### src/rtl/instruction_fetch_unit.sv
// instruction_fetch_unit: owns the fetch PC, runs the imem request/ack handshake and
// feeds fetched words to the decoder through a small prefetch buffer.
// Build option IFETCH_PREFETCH_EN: two-entry circular buffer (DEPTH=2); when undefined,
// a single holding register (DEPTH=1). Handshake, flush and halt behave identically.
`timescale 1ns/1ps
module instruction_fetch_unit #(
    parameter int                       INSTRUCTION_WIDTH = 16,
    parameter int                       ADDRESS_WIDTH     = 16,
    parameter logic [ADDRESS_WIDTH-1:0] RESET_VECTOR      = '0,
    parameter int                       BIOS_SIZE         = 2048
) (
    input  logic                         clock,
    input  logic                         reset,
    input  logic                         branch_taken,
    input  logic [ADDRESS_WIDTH-1:0]     branch_target,
    input  logic                         halt,
    output logic                         imem_req,
    output logic [ADDRESS_WIDTH-1:0]     imem_addr,
    input  logic                         imem_ack,
    input  logic [INSTRUCTION_WIDTH-1:0] imem_data,
    output logic                         instr_valid,
    input  logic                         instr_ready,
    output logic [INSTRUCTION_WIDTH-1:0] instruction,
    output logic [ADDRESS_WIDTH-1:0]     instr_pc,
    output logic                         is_bios,
    output logic                         halted
);

`ifdef IFETCH_PREFETCH_EN
    localparam int DEPTH = 2;
`else
    localparam int DEPTH = 1;
`endif
    localparam int CNT_W = $clog2(DEPTH + 1);

    localparam logic [0:0] ST_RUN    = 1'b0;
    localparam logic [0:0] ST_HALTED = 1'b1;

    localparam logic [INSTRUCTION_WIDTH-1:0] IDLE_WORD  = {INSTRUCTION_WIDTH{1'b1}};
    localparam logic [ADDRESS_WIDTH:0]       BIOS_LIMIT = (ADDRESS_WIDTH + 1)'(BIOS_SIZE);

    logic [0:0]               state, state_n;
    logic [ADDRESS_WIDTH-1:0] fetch_pc, fetch_pc_n;
    logic                     drop, drop_n;
    logic [CNT_W-1:0]         count, count_n;
    logic                     rd_ptr, rd_ptr_n, wr_ptr, wr_ptr_n;

    // Two slots are always declared; the single-register build never advances past slot 0.
    logic [INSTRUCTION_WIDTH-1:0] buf_data [2];
    logic [ADDRESS_WIDTH-1:0]     buf_pc   [2];
    logic                         buf_bios [2];

    logic                         ack_v, push, pop, flush, incoming_bios;
    logic                         req_n;
    logic [ADDRESS_WIDTH-1:0]     addr_n;
    logic                         head_valid_n, head_bios_n;
    logic [INSTRUCTION_WIDTH-1:0] head_data_n;
    logic [ADDRESS_WIDTH-1:0]     head_pc_n;

    function automatic logic ptr_inc(input logic p);
        return (DEPTH > 1) ? ~p : 1'b0;
    endfunction

    assign ack_v         = imem_req && imem_ack;
    assign incoming_bios = ({1'b0, imem_addr} < BIOS_LIMIT);
    assign halted        = (state == ST_HALTED);

    // Control decisions: branch beats halt beats normal push/pop; drop flag swallows stale acks.
    always_comb begin
        // NOTE: every signal written here gets a default first so no path can infer a latch.
        flush      = 1'b0;
        push       = 1'b0;
        pop        = 1'b0;
        state_n    = state;
        fetch_pc_n = fetch_pc;
        drop_n     = drop;
        if (branch_taken) begin
            flush      = 1'b1;
            state_n    = ST_RUN;
            fetch_pc_n = branch_target;
            drop_n     = imem_req && !imem_ack;
        end else if (halt && state == ST_RUN) begin
            flush   = 1'b1;
            state_n = ST_HALTED;
            drop_n  = imem_req && !imem_ack;
        end else begin
            pop = instr_valid && instr_ready;
            if (ack_v) begin
                if (drop) begin
                    drop_n = 1'b0;
                end else begin
                    push       = 1'b1;
                    fetch_pc_n = fetch_pc + ADDRESS_WIDTH'(1);
                end
            end
        end
    end

    // Buffer occupancy and circular pointers.
    always_comb begin
        count_n  = count;
        rd_ptr_n = rd_ptr;
        wr_ptr_n = wr_ptr;
        if (flush) begin
            count_n  = '0;
            rd_ptr_n = 1'b0;
            wr_ptr_n = 1'b0;
        end else begin
            if (push) wr_ptr_n = ptr_inc(wr_ptr);
            if (pop)  rd_ptr_n = ptr_inc(rd_ptr);
            case ({push, pop})
                2'b10:   count_n = count + CNT_W'(1);
                2'b01:   count_n = count - CNT_W'(1);
                default: count_n = count;
            endcase
        end
    end

    // Next request (held until acked) and next head-of-buffer values for the output registers.
    always_comb begin
        req_n  = 1'b0;
        addr_n = imem_addr;
        if (imem_req && !imem_ack) begin
            req_n = 1'b1;
        end else if (state_n == ST_RUN && count_n < CNT_W'(DEPTH)) begin
            req_n  = 1'b1;
            addr_n = fetch_pc_n;
        end

        head_valid_n = (count_n != '0);
        head_data_n  = IDLE_WORD;
        head_pc_n    = '0;
        head_bios_n  = 1'b0;
        if (head_valid_n) begin
            // The new head is the word arriving this edge when it lands in the read slot.
            if (push && wr_ptr == rd_ptr_n) begin
                head_data_n = imem_data;
                head_pc_n   = imem_addr;
                head_bios_n = incoming_bios;
            end else begin
                head_data_n = buf_data[rd_ptr_n];
                head_pc_n   = buf_pc[rd_ptr_n];
                head_bios_n = buf_bios[rd_ptr_n];
            end
        end
    end

    // State, handshake and output registers.
    always_ff @(posedge clock or negedge reset) begin
        // NOTE: sequential state uses non-blocking assignments so all registers update together.
        if (!reset) begin
            state       <= ST_RUN;
            fetch_pc    <= RESET_VECTOR;
            drop        <= 1'b0;
            count       <= '0;
            rd_ptr      <= 1'b0;
            wr_ptr      <= 1'b0;
            imem_req    <= 1'b0;
            imem_addr   <= '0;
            instr_valid <= 1'b0;
            instruction <= IDLE_WORD;
            instr_pc    <= '0;
            is_bios     <= 1'b0;
        end else begin
            state       <= state_n;
            fetch_pc    <= fetch_pc_n;
            drop        <= drop_n;
            count       <= count_n;
            rd_ptr      <= rd_ptr_n;
            wr_ptr      <= wr_ptr_n;
            imem_req    <= req_n;
            imem_addr   <= addr_n;
            instr_valid <= head_valid_n;
            instruction <= head_data_n;
            instr_pc    <= head_pc_n;
            is_bios     <= head_bios_n;
        end
    end

    // Buffer storage writes.
    always_ff @(posedge clock) begin
        // NOTE: storage is not reset; occupancy alone decides which slots hold valid data.
        if (push) begin
            buf_data[wr_ptr] <= imem_data;
            buf_pc[wr_ptr]   <= imem_addr;
            buf_bios[wr_ptr] <= incoming_bios;
        end
    end

endmodule

### config.mk
export PLATFORM = sky130hd
export DESIGN_NAME = instruction_fetch_unit
export DESIGN_NICKNAME = d
export VERILOG_FILES = /design/src/rtl/instruction_fetch_unit.sv
export SDC_FILE = /design/constraint.sdc
export NUM_CORES = 1
export LEC_CHECK = 0
export ABC_AREA = 1
export ABC_CLOCK_PERIOD_IN_PS = 1600
export CAP_MARGIN = 10
export CORE_UTILIZATION = 35
export CTS_CLUSTER_SIZE = 25
export DETAILED_ROUTE_END_ITERATION = 6
export DONT_BUFFER_PORTS = 1
export PLACE_DENSITY = 0.51
export SYNTH_ARGS = -nofsm -noshare
export SYNTH_HDL_FRONTEND = slang
export SYNTH_SLANG_ARGS = --single-unit
### constraint.sdc
create_clock -name clock -period 1.6 [get_ports clock]
set_input_delay 0.16 -clock clock [delete_from_list [all_inputs] [get_ports clock]]
set_output_delay 0.16 -clock clock [all_outputs]
set_load 0.03 [all_outputs]
After elaboration in Yosys (flattened, before gate mapping):

Memory sizes are Yosys's and may differ from the RTL's.
Index checks and enable logic that the tools add are counted.

* register bits: 71
* bits in writable memories: 66
* input bits: 38
* output and inout port bits: 52
* logic and storage cells: 68
* memories: 3

Memory list
* buf_data: depth 2, bits a word 16, rd ports 1, clocked after Yosys merged registers in 0, write ports 1, line 49 `logic [INSTRUCTION_WIDTH-1:0] buf_data [2];`
* buf_pc: depth 2, bits a word 16, rd ports 1, clocked after Yosys merged registers in 0, write ports 1, line 50 `logic [ADDRESS_WIDTH-1:0] buf_pc [2];`
* buf_bios: depth 2, bits a word 1, rd ports 1, clocked after Yosys merged registers in 0, write ports 1, line 51 `logic buf_bios [2];`

* add/subtract/negate cells: 3
* order comparisons: 2
* equal/unequal tests: 3
* muxes and demuxes: 33
* bitwise gates (word level): 3
* reductions and logical operators: 10

Operator list (number)
* $mux 16: 8
* $mux 1: 24
* $add 16x1->16 const B: 1
* $lt 16x12->1 const B: 1
* $logic_and 1x1->1: 6
* $not 1->1: 3
* $reduce_bool 3->1: 1
* $eq 2x1->1 const B: 1
* $eq 2x2->1 const B: 1
* $pmux 1 s2: 1
* $reduce_and 2->1: 1
* $reduce_bool 2->1: 1
* $add 1x1->1 const B: 1
* $eq 1x1->1: 1
* $logic_not 1->1: 1
* $lt 1x1->1 const B: 1
* $sub 1x1->1 const B: 1

Logic depth before layout (Yosys ltp):

Gate-level depths: netlist of the first run.

* depth after elaboration: 11
* gate-level depth with buffers: 11
* depth with buffers taken out: 10

Worst setup path before layout of the first run:

OpenSTA, ideal clock, no wires.

* path kind: reg-to-reg
* start: register imem_req
* end: register instr_pc[12]
* arrival: 1826 ps
* required time: 1480 ps
* path slack: -346 ps
* cell stages (with the launch flop): 9
* path buffers: 1
* period minus slack after synthesis: 1946 ps
* cells stage by stage: dfrtp_1 nand2_2 nor2_4 nand2_1 inv_2 nand2_4 buf_2 o21ai_0 nor2_1

* word-level cells in the longest chain between the ends: 8
* elaborated cells on any way between the ends: 11

RTL lines
* start, declared: line 17 `output logic imem_req,`
* start signal, assigned: line 171 `imem_req <= req_n;`
* $logic_and 1x1->1 *: line 64 `assign ack_v = imem_req && imem_ack;`
* $mux 1 *: line 88 `if (ack_v) begin`
* $mux 1 *: line 82 `end else if (halt && state == ST_RUN) begin`
* $mux 1 *: line 77 `if (branch_taken) begin`
* $eq 2x1->1 / $eq 2x2->1 (equally long branches): line 111 `case ({push, pop})`
* $pmux 1 s2: line 111
* $mux 1: line 104 `if (flush) begin`
* $mux 16 *: line 134 `if (head_valid_n) begin`
* named net head_pc_n[12]: line 58 `logic [ADDRESS_WIDTH-1:0] head_pc_n;`
* end signal, assigned: line 175 `instr_pc <= head_pc_n;`
* end, declared: line 24 `output logic [ADDRESS_WIDTH-1:0] instr_pc,`

The timed path passes the listed nets; every way through them passes the cells marked *.
A chain may end at the register's enable or synchronous reset.

Worst setup path after layout of the first run:

* start: register imem_req
* end: register imem_addr[9]

* word-level cells in the longest chain between the ends: 10
* elaborated cells on any way between the ends: 16

RTL lines
* $logic_and 1x1->1: line 64
* $mux 1: line 88
* $mux 1: line 82
* $mux 1: line 77
* $eq 2x1->1 / $eq 2x2->1 (equally long branches): line 111
* $pmux 1 s2: line 111
* $mux 1: line 104
* $lt 1x1->1: line 125 `end else if (state_n == ST_RUN && count_n < CNT_W'(DEPTH)) begin`
* $logic_and 1x1->1: line 125
* $reduce_and 2->1 (no source line)
* end signal, assigned: line 172 `imem_addr <= addr_n;`
* end, declared: line 18 `output logic [ADDRESS_WIDTH-1:0] imem_addr,`

Several ways; a longest one is shown, not always the timed one.

==> key figures, run 1 <==
Critical path
  • Critical path required time: between 1.5 and 2 ns
  • Buf+Inv Stages, Crit Path: 1
  • CP top delay family: simple AND/OR/NAND/NOR gates
  • Kind of critical path: flop to flop
  • Data arrival, critical path: 1.87 ns
  • CP Capture Type: flop
  • Critical Path Max Stage Delay: 0.39 ns
  • Critical path launch point type: flop
  • Max stage delay cell, worst path: dfrtp_2
  • Setup crit start: imem_req$_DFF_PN0_
  • Reg2reg end: imem_addr[9]$_DFFE_PN0P_
  • CP Cell Sequence: nand2_2, nor2_4, nand3_1, nand3_2, nand2_2, nor2_4, buf_4, nand3_2, nand2_1
  • Reg2reg setup slack: ~0.012 ns
  • Cell count of the worst reg-to-reg path: 9
  • Worst-path fanout max: 5
  • Crit Reg-Reg Startpoint: imem_req$_DFF_PN0_

Placed design
  • GP Congestion: a little under 0.9
  • Dpl hpwl: 7100 um
  • Port buffer count: 0

GRT
  • GRT overflow: 0
  • Vias in the first global route: roughly 3100
  • First-pass GRT wire length: 17100 um
  • GRT Overall Usage: 0.179
  • Pin count of the biggest net entering global routing: 71
  • Initial antenna violation count: 0

Logic synthesis
  • Yosys reg bits: 103
  • Synth top area share: 0.316
  • Most frequent cell after synthesis: nand2_1
  • Unique masters post-synth: 33
  • Sequential share of the synthesized area: 0.647
  • Post-Synthesis Cells: between 400 and 500
  • Post-synth EDFFs: 33
  • Leading area contributor after synthesis: dfrtp_1
  • Mean area per synthesized cell: between 9 and 10 um^2
  • Async S/R FF share, synth: 0.680
  • Syn Nets: 473
  • Post-Syn Area: approximately 4300 um^2
  • Top cells by area, synth: dfrtp_1 32%, edfxtp_1 23%, nand2_1 12%, dfstp_2 9.8%, nand3_1 4.6%
  • Synth cell count leaders: 131 x nand2_1, 54 x dfrtp_1, 39 x nand3_1
  • Main flop type after synthesis: dfrtp_1
  • YS warnings: 0

STA
  • Relative slew slack: 0.688
  • Hold slack: -0.497 ns
  • Max Freq: roughly 0.63 GHz
  • Hold Vio Cnt, Final: 70
  • Fin. max-slew vios: 0
  • Final critical-path share of the clock period: 0.992
  • Slew @ Worst Pin: 0.469 ns
  • Final setup vio count: 0
  • Tmin final: ~1.6 ns
  • RSZ-0062 raised after global routing: yes
  • Clock Skew: 0.00624 ns

Routing
  • First DRT Iteration DRCs: around 290
  • Vias per inst: ~5
  • DR vias: 3082
  • Top Layer Used: met4
  • First-pass iteration count of the detailed router: 4
  • Final wirelength: ~11000 um
  • Routed Antenna Nets: 0
  • WL per Instance: roughly 17 um
  • Met2 wire len: slightly above 5000 um
  • Met3 wire length: 538 um
  • Drt drc: 0
  • Met1 wire length: approximately 4800 um

Clocking
  • Clk_lat worst skew: 0.34 ns
  • Clk slew on worst S/H paths: around 0.070 ns
  • Clock Sinks: between 100 and 150
  • CTS Buf Count: 9
  • Root buffer cell: clkbuf_16
  • TritonCTS clock tree: done
  • Post-CTS Hold Fix Bufs: 20
  • Maximum buffer depth of the clock tree: 2
  • Max H-tree Level: 3

Die
  • IO Pins: 90
  • Die Area: 12700 um^2
  • Height of the die: between 100 and 150 um
  • Initial Util: 0.366
  • Core ar.: about 12000 um^2
  • Rows: 39
  • Die width: roughly 110 um

Final layout
  • Number of diodes: 0
  • Layout area overhead: 22.2%
  • Register area: 2770 um^2
  • Number of fill cells: roughly 1100
  • Multi-input gate area: between 1000 and 1500 um^2
  • Share of layout cells above drive strength 1: 0.206
  • Final core occ: 0.448
  • Layout Nets: between 500 and 600

Flow run
  • MaxCap Viol Count: 0

Power and ir drop
  • Pwr Total: roughly 6300 uW
  • Max VDD drop: between 500 and 600 uV
  • Leak pwr: about 0.0023 uW
  • PwrDens: 1200 nW/um^2

Status
  • Failing checks: negative hold slack
  • Status: finished, violations left

Worst hold path
  • Hold Crit Class: input port to async pin
[worst reg2reg max path, stage by stage, from the launching register on]
cell and delay (ns):
dfrtp_2 0.39, nand2_2 0.08, nor2_4 0.20, nand3_1 0.11
nand3_2 0.10, nand2_2 0.08, nor2_4 0.19, buf_4 0.19
nand3_2 0.12, nand2_1 0.07
[area by class of cell]
type / instances / area share
clock buffer: 9 / 0.0431
clock inverter: 7 / 0.0117
inverter: 31 / 0.0242
multi-input combinational: 284 / 0.263
sequential: 103 / 0.530
tap: 143 / 0.0343
timing repair buffer: 51 / 0.0937
[per-layer routing]
layer / up-vias / global-route usage
met4: 0 / 0.0507
met5: - / 0
li1: 1502 / -
met1: 1488 / 0.236
met3: 14 / 0.0481
met2: 78 / 0.291
[power breakdown]
group	total (uW)	leakage, uW	switching (uW)	internal (uW)
Sequential	3320	0.00115	358	2970
Combinational	812	0.000975	508	303
Clock	2140	0.000141	1040	1090
Total	6270	0.00226	1910	4360
[metrics by stage]
| step | hold WS (ns) | cell area, um^2 | cells | setup TNS, ns | setup slack, ns |
|---|---|---|---|---|---|
| after floorplan | -0.136 | 4290 | 434 | 0 | 0.0247 |
| after global placement | -0.134 | 4590 | 586 | -0.166 | -0.118 |
| after detailed placement | -0.134 | 4590 | 586 | -0.149 | -0.108 |
| after CTS | -0.510 | 5100 | 623 | -0.0129 | -0.0113 |
| after global routing | -0.520 | 5220 | 628 | -1.13 | -0.0717 |
| final | -0.497 | 5220 | 628 | 0 | 0.0120 |
[sequential cells by signal, summed over array words and instances, names as in the netlist]
name / cells
buf_data: 16
imem_req: 1
imem_addr: 16
instr_pc: 16
count: 1
is_bios: 1
rd_ptr: 1
buf_pc: 16
fetch_pc: 16
drop: 1
buf_bios: 1
halted: 1
instruction: 16
[worst max-delay path by stage]
| stage | to | cells after the start |
|---|---|---|
| floorplan | instr_pc[12]$_DFF_PN0_ | 8 |
| global placement | imem_addr[13]$_DFFE_PN0P_ | 8 |
| detailed placement | imem_addr[13]$_DFFE_PN0P_ | 9 |
| CTS | imem_addr[9]$_DFFE_PN0P_ | 9 |
| global route | imem_addr[14]$_DFFE_PN0P_ | 10 |
| finish | imem_addr[9]$_DFFE_PN0P_ | 9 |
[logic make-up after synthesis]
family | Yosys count | share of synthesized area
AND/OR/NAND/NOR | 235 | 0.238
flip-flops | 103 | 0.647
AO/OA/AOI/OAI | 47 | 0.0609
buffers and inverters | 47 | 0.0495
XOR/XNOR | 1 | 0.00205
adder cells (fa/ha/maj) | 1 | 0.00293
[layout by cell type, fill, tap and decap left out, drive strengths merged, types with 2 or more instances in the layout]
cell type      n
a31oi          2
nand4          3
o21ai         28
nor2          44
inv           36
dfrtp         54
nand2        134
edfxtp        33
or2            7
buf           31
a21boi         6
a21oi          8
clkbuf         9
dfstp         16
dlygate4sd3   20
nand3         39
nor3           6
[timing repair]
action	CTS	global route
hold endpoints to repair	107	70
gates cloned	1	0
setup endpoints to repair	7	43
resized for setup	4	24
pin swaps	0	13
buffers inserted	0	5
Power figures use the tool's default switching activity.
==> run 2: changes to the inputs <==
--- a/config.mk
+++ b/config.mk
@@ -13,6 +13,8 @@
 export DETAILED_ROUTE_END_ITERATION = 6
 export DONT_BUFFER_PORTS = 1
 export PLACE_DENSITY = 0.51
+export SETUP_SLACK_MARGIN = 0.02
+export SLEW_MARGIN = 20
 export SYNTH_ARGS = -nofsm -noshare
 export SYNTH_HDL_FRONTEND = slang
 export SYNTH_SLANG_ARGS = --single-unit
==> key figures, run 2 (synthesis gave the netlist of run 1 again) <==
Clocking
  • Post-CTS Hold Fix Bufs: 20 (unchanged)
  • Clk_lat worst skew: 0.35 ns (about the same)
  • CTS Buf Count: 9 (unchanged)
  • Clock Sinks: 103 (unchanged)
  • TritonCTS clock tree: done
  • Root buffer cell: clkbuf_16
  • Max H-tree Level: 3 (unchanged)
  • Maximum buffer depth of the clock tree: 2 (unchanged)
  • Clk slew on worst S/H paths: 0.08 ns (about the same)

STA
  • Slew @ Worst Pin: 0.455 ns (-0.0134 ns)
  • RSZ-0062 raised after global routing: yes
  • Hold Vio Cnt, Final: 70 (unchanged)
  • Fin. max-slew vios: 0 (unchanged)
  • Max Freq: 0.640 GHz (+1.6%)
  • Tmin final: 1.56 ns (-0.0249 ns)
  • Hold slack: -0.499 ns (-0.00180 ns)
  • Clock Skew: 0.00795 ns (+0.00170 ns)
  • Final critical-path share of the clock period: 0.977 (-0.0156)
  • Relative slew slack: 0.697 (+0.00894)
  • Final setup vio count: 0 (unchanged)

Critical path
  • Critical Path Max Stage Delay: 0.38 ns (about the same)
  • Data arrival, critical path: 1.80 ns (-0.07 ns)
  • Kind of critical path: flop to flop
  • Critical path required time: 1.84 ns (-0.05 ns)
  • Critical path launch point type: flop
  • Worst-path fanout max: 4 (-1)
  • CP Capture Type: flop
  • Cell mode on critical path: nand2_1
  • CP Cell Sequence: ha_2, nand2_2, nand3b_1, nor2_2, nand3_1, nand3_1, nand2_1, nand2_1, nand2_1
  • Max stage delay cell, worst path: dfrtp_1
  • Reg2reg setup slack: 0.04 ns (+0.02 ns)

Die
  • Die width: 112 um (unchanged)
  • Rows: 39 (unchanged)
  • Die Area: 12700 um^2 (unchanged)
  • Core ar.: 11700 um^2 (unchanged)
  • Height of the die: 112 um (unchanged)
  • IO Pins: 90 (unchanged)
  • Initial Util: 0.366 (unchanged)

Final layout
  • Number of fill cells: 1122 (-0.44%)
  • Most common cell after layout, fill and taps aside: nand2_1
  • Most frequent cells in the layout: 125 x nand2_1, 52 x dfrtp_1, 34 x nor2_1
  • Layout Nets: 523 (+0.77%)
  • Number of diodes: 0 (unchanged)
  • Share of layout cells above drive strength 1: 0.225 (+0.0188)
  • Layout area overhead: 24.1%

Power and ir drop
  • Max VDD drop: 543 uV (+0.61%)
  • Pwr Total: 6330 uW (+0.92%)
  • PwrDens: 1190 nW/um^2 (-0.60%)
  • Leak pwr: 0.00230 uW (+1.8%)

GRT
  • First-pass GRT wire length: 17100 um (about the same)
  • GRT overflow: 0 (unchanged)
  • Vias in the first global route: 3138 (-0.13%)
  • Pin count of the biggest net entering global routing: 71 (unchanged)
  • GRT Overall Usage: 0.179 (unchanged)
  • Initial antenna violation count: 0 (unchanged)

Worst hold path
  • Hold Crit Class: input port to async pin

Routing
  • WL per Instance: 17.0 um (+1.3%)
  • Drt drc: 0 (unchanged)
  • Final wirelength: 10700 um (+1.9%)
  • Vias per inst: 4.94 (+0.75%)
  • Routed Antenna Nets: 0 (unchanged)
  • DR vias: 3125 (+1.4%)
  • First DRT Iteration DRCs: 289 (+0.70%)
  • First-pass iteration count of the detailed router: 4 (unchanged)

Placed design
  • Dpl hpwl: 7100 um (unchanged)
  • GP Congestion: 0.868 (unchanged)
  • Port buffer count: 0 (unchanged)

Status
  • Failing checks: negative hold slack
  • Status: finished, violations left

Flow run
  • MaxCap Viol Count: 0 (unchanged)
## run 2: layer usage
metal	wire length (um)	GRT usage
met1	4820	0.236
met2	5150	0.291
met3	642	0.0481
met4	129	0.0507
met5	0	0
## run 2: final cells by class
cell class              count  area (um^2)  share of cell area
clock inverters             7         61.3              0.0116
multi-input cells         284         1410               0.265
repair buffers             55          532               0.100
well taps                 143          179              0.0338
clock buffers               9          225              0.0425
inverters                  31          134              0.0253
flip-flops and latches    103         2770               0.522
## run 2: worst max-delay path: cells and delay by family (launching register included)
| kind | cells | cell delay (ns) |
|---|---|---|
| flops | 1 | 0.38 |
| fa+ha+maj | 1 | 0.20 |
| simple gates | 8 | 0.86 |
## run 2: final timing paths
kind | depth (start not counted) | end | startpoint
max in group asynchronous | 0 | instruction[11]$_DFF_PN1_ | reset
min reg2reg | 2 | instruction[11]$_DFF_PN1_ | buf_data[0][11]$_DFFE_PN_
min in group clock | 2 | fetch_pc[2]$_DFF_PN0_ | branch_target[2]
min | 0 | fetch_pc[13]$_DFF_PN0_ | reset
max reg2reg | 9 | imem_addr[14]$_DFFE_PN0P_ | fetch_pc[1]$_DFF_PN0_
max | 9 | imem_addr[14]$_DFFE_PN0P_ | fetch_pc[1]$_DFF_PN0_
## run 2: power by group
part	total (uW)	switching (uW)	internal, uW	leakage (uW)
registers	3320	359	2970	0.00115
logic	853	527	326	0.00102
clock network	2150	1060	1090	0.000141
total	6330	1940	4390	0.00230
## run 2: per-stage QoR
stage / setup WS (ns) / area, um^2 / std cells / TNS, ns / util
floorplan: 0.0247 / 4290 / 434 / 0 / -
global placement: -0.118 / 4590 / 586 / -0.166 / 0.394
detailed placement: -0.108 / 4590 / 586 / -0.149 / 0.394
CTS: 0.0235 / 5120 / 623 / 0 / 0.439
global route: -0.0642 / 5300 / 632 / -0.314 / 0.455
finish: 0.0369 / 5300 / 632 / 0 / 0.455
## run 2: repair_timing
action / CTS / global route
hold endpoints to repair: 107 / 70
buffers inserted: 0 / 9
pin swaps: 0 / 19
gates resized for setup: 10 / 32
endpoints found under the setup margin: 15 / 35
gates cloned: 1 / 0
==> run 3: changes to the inputs <==
--- a/config.mk
+++ b/config.mk
@@ -5,7 +5,6 @@
 export SDC_FILE = /design/constraint.sdc
 export NUM_CORES = 1
 export LEC_CHECK = 0
-export ABC_AREA = 1
 export ABC_CLOCK_PERIOD_IN_PS = 1600
 export CAP_MARGIN = 10
 export CORE_UTILIZATION = 35
==> key figures, run 3 <==
Clocking
  • TritonCTS clock tree: done
  • CTS Buf Count: 9 (unchanged)
  • Root buffer cell: clkbuf_16
  • Max H-tree Level: 3 (unchanged)
  • Clock Sinks: 103 (unchanged)
  • Clk slew on worst S/H paths: 0.07 ns (about the same)
  • Maximum buffer depth of the clock tree: 2 (unchanged)
  • Clk_lat worst skew: 0.34 ns (about the same)

STA
  • Slew @ Worst Pin: 0.572 ns (+0.117 ns)
  • Relative slew slack: 0.617 (-0.0792)
  • Hold Vio Cnt, Final: 70 (unchanged)
  • Fin. max-slew vios: 0 (unchanged)
  • Hold slack: -0.484 ns (+0.0150 ns)
  • Final setup vio count: 90 (+90)
  • Setup ws final: -0.299 ns (-0.336 ns)
  • Clock Skew: 0.00634 ns (-0.00160 ns)
  • Tmin final: 1.90 ns (+0.336 ns)
  • RSZ-0062 raised after global routing: yes
  • Max Freq: 0.527 GHz (-18%)
  • Final critical-path share of the clock period: 1.19 (+0.210)
  • Total Neg Setup Slack: -19.19 ns (-19.19 ns)

Routing
  • First DRT Iteration DRCs: 128 (-56%)
  • Final wirelength: 11400 um (+5.6%)
  • WL per Instance: 19.5 um (+15%)
  • DR vias: 2989 (-4.4%)
  • Met2 wire len: 5660 um (+9.8%)
  • Routed Antenna Nets: 0 (unchanged)
  • Drt drc: 0 (unchanged)
  • First-pass iteration count of the detailed router: 4 (unchanged)
  • Vias per inst: 5.14 (+4.0%)
  • Top Layer Used: met4
  • Met1 wire length: 5130 um (+6.4%)
  • Met3 wire length: 479 um (-25%)

GRT
  • Initial antenna violation count: 0 (unchanged)
  • Vias in the first global route: 2937 (-6.4%)
  • GRT overflow: 0 (unchanged)
  • First-pass GRT wire length: 16400 um (-4.3%)
  • Pin count of the biggest net entering global routing: 71 (unchanged)
  • GRT Overall Usage: 0.174 (-0.00487)

Critical path
  • Critical Path Max Stage Delay: 0.38 ns (about the same)
  • Buf+Inv Stages, Crit Path: 4 (+4)
  • Cell mode on critical path: buf_6
  • Worst-path fanout max: 8 (+4)
  • CP Capture Type: flop
  • CP Depth: 9 (unchanged)
  • Kind of critical path: flop to flop
  • Data arrival, critical path: 2.17 ns (+0.37 ns)
  • Setup crit start: drop$_DFFE_PN0P_
  • CP Cell Sequence: buf_4, and3b_2, nand2_4, buf_6, nor3_4, buf_6, clkbuf_16, nand2_1, a21oi_1
  • CP endpoint: instr_pc[12]$_DFF_PN0_
  • CP top delay family: simple AND/OR/NAND/NOR gates
  • Critical path launch point type: flop
  • Max stage delay cell, worst path: dfrtp_1
  • Critical path required time: 1.87 ns (+0.03 ns)
  • Reg2reg setup slack: -0.30 ns (-0.34 ns)
  • Crit Reg-Reg Startpoint: drop$_DFFE_PN0P_
  • Reg2reg end: instr_pc[12]$_DFF_PN0_
  • Cell count of the worst reg-to-reg path: 9 (unchanged)

Final layout
  • Share of layout cells above drive strength 1: 0.509 (+0.284)
  • Final core occ: 0.548 (+0.0935)
  • Most frequent cells in the layout: 52 x dfrtp_1, 36 x nand2_4, 36 x buf_4
  • Number of fill cells: 950 (-15%)
  • Final instance area: 6260 um^2 (+18%)
  • Post-Layout Cell Count: 581 (-8.1%)
  • Most common cell after layout, fill and taps aside: dfrtp_1
  • Number of diodes: 0 (unchanged)
  • Layout Nets: 472 (-9.8%)
  • Layout area overhead: 52.0%

Logic synthesis
  • Async S/R FF share, synth: 0.680 (unchanged)
  • Mean area per synthesized cell: 11.7 um^2 (+19%)
  • Post-Synthesis Cells: 351 (-19%)
  • Synth cell count leaders: 89 x nand2_1, 54 x dfrtp_1, 33 x edfxtp_1
  • Top cells by area, synth: dfrtp_1 33%, edfxtp_1 24%, dfstp_2 10%, nand2_1 8.1%, mux2_2 3.6%
  • Sequential share of the synthesized area: 0.671 (+0.0246)
  • YS warnings: 0 (unchanged)
  • Synth top area share: 0.328 (+0.0120)
  • Most frequent cell after synthesis: nand2_1
  • Post-Syn Area: 4120 um^2 (-3.7%)
  • Leading area contributor after synthesis: dfrtp_1
  • Yosys reg bits: 103 (unchanged)
  • Post-synth EDFFs: 33 (unchanged)
  • Main flop type after synthesis: dfrtp_1
  • Syn Nets: 390 (-18%)
  • Unique masters post-synth: 48 (+45%)

Status
  • Status: finished, violations left
  • Failing checks: negative hold slack, negative setup slack

Placed design
  • Dpl hpwl: 6100 um (-14%)
  • Placed cell count: 512 (-13%)
  • Placed cell areas: 4780 um^2 (+4.0%)
  • Port buffer count: 0 (unchanged)
  • Setup WS pre-CTS: -0.279 ns (-0.171 ns)
  • GP Congestion: 0.834 (-4.0%)

Power and ir drop
  • Max VDD drop: 479 uV (-12%)
  • PwrDens: 1090 nW/um^2 (-8.9%)
  • Leak pwr: 0.00260 uW (+13%)

Worst hold path
  • Hold Crit Class: input port to async pin

Die
  • IO Pins: 90 (unchanged)
  • Die Area: 12200 um^2 (-3.6%)
  • Initial Util: 0.361 (-0.00587)
  • Rows: 39 (unchanged)
  • Core ar.: 11400 um^2 (-2.1%)
  • Height of the die: 110 um (-1.8%)
  • Die width: 110 um (-1.8%)

Flow run
  • MaxCap Viol Count: 0 (unchanged)
==> run 3: changes by cell type in the layout (fill, tap and decap cells not counted), sizes merged, moves of 7 or more <==
cell	before	now
nand2	134	89
nor2	44	9
inv	36	6
buf	35	53
nand3	39	21
mux2	0	14
o21ai	28	14
a21oi	8	20
clkbuf	9	17
xnor2	0	7
==> run 3: cell families (layout without fill, tap and decap cells) <==
family | Yosys count | in the layout | share of synthesized area
and+or+nand+nor | 152 | 152 | 0.171
AOI/OAI and AO/OA | 46 | 46 | 0.0660
muxes | 18 | 18 | 0.0480
xor gates and xnor gates | 9 | 9 | 0.0192
buffers and inverters | 22 | 109 | 0.0216
DFF | 103 | 103 | 0.671
adders and majority gates | 1 | 1 | 0.00304
==> run 3: metrics by stage <==
step	hold WS, ns	power (uW)
6_report	-0.484	6810
4_1_cts	-0.505	6640
3_5_place_dp	-0.132	4220
3_3_place_gp	-0.133	4200
5_1_grt	-0.510	7090
2_1_floorplan	-0.136	3930
==> run 3: worst reg2reg max path: cells and delay by family, from the launching register on <==
kind | cells | cell delay, ns
AO/OA/AOI/OAI | 1 | 0.12
buffers and inverters | 4 | 0.58
flip-flops | 1 | 0.38
AND/OR/NAND/NOR | 4 | 0.73
==> run 3: worst min-delay path by stage <==
stage | from | endpoint | cells past startpoint
after detailed placement | reset | instr_pc[2]$_DFF_PN0_ | 0
after floorplan | reset | count$_DFF_PN0_ | 0
after CTS | reset | fetch_pc[14]$_DFF_PN0_ | 0
after global routing | reset | instr_pc[14]$_DFF_PN0_ | 0
final | reset | instr_pc[0]$_DFF_PN0_ | 0
after global placement | reset | instr_pc[2]$_DFF_PN0_ | 0
==> run 3: repair_timing <==
action / 4_1_cts / 5_1_grt
cloned: 6 / 9
hold buffers: 24 / 1
pin swaps: 7 / 22
gates resized for setup: 42 / 94
endpoints found under the hold margin: 113 / 71
setup endpoints to repair: 89 / 96
setup buffers: 6 / 9
==> run 3: power by group <==
part / total, uW / internal, uW / switching, uW
clock network: 2210 / 1220 / 986
logic: 1170 / 605 / 569
registers: 3430 / 2980 / 443
==> run 3: per-layer routing <==
metal	up-vias	GRT usage
met1	1512	0.236
met3	8	0.0494
met2	71	0.273
met5	-	0
li1	1398	-
met4	0	0.0480
==> run 3: layout make-up <==
type | count | area (um^2) | share of cell area
Sequential cell | 103 | 2770 | 0.442
Multi-Input combinational cell | 226 | 1940 | 0.310
Timing Repair Buffer | 85 | 1010 | 0.162
Clock buffer | 10 | 229 | 0.0366
Tap cell | 143 | 179 | 0.0286
Clock inverter | 6 | 68.8 | 0.0110
Timing Repair inverter | 3 | 33.8 | 0.00540
Inverter | 5 | 31.3 | 0.00500
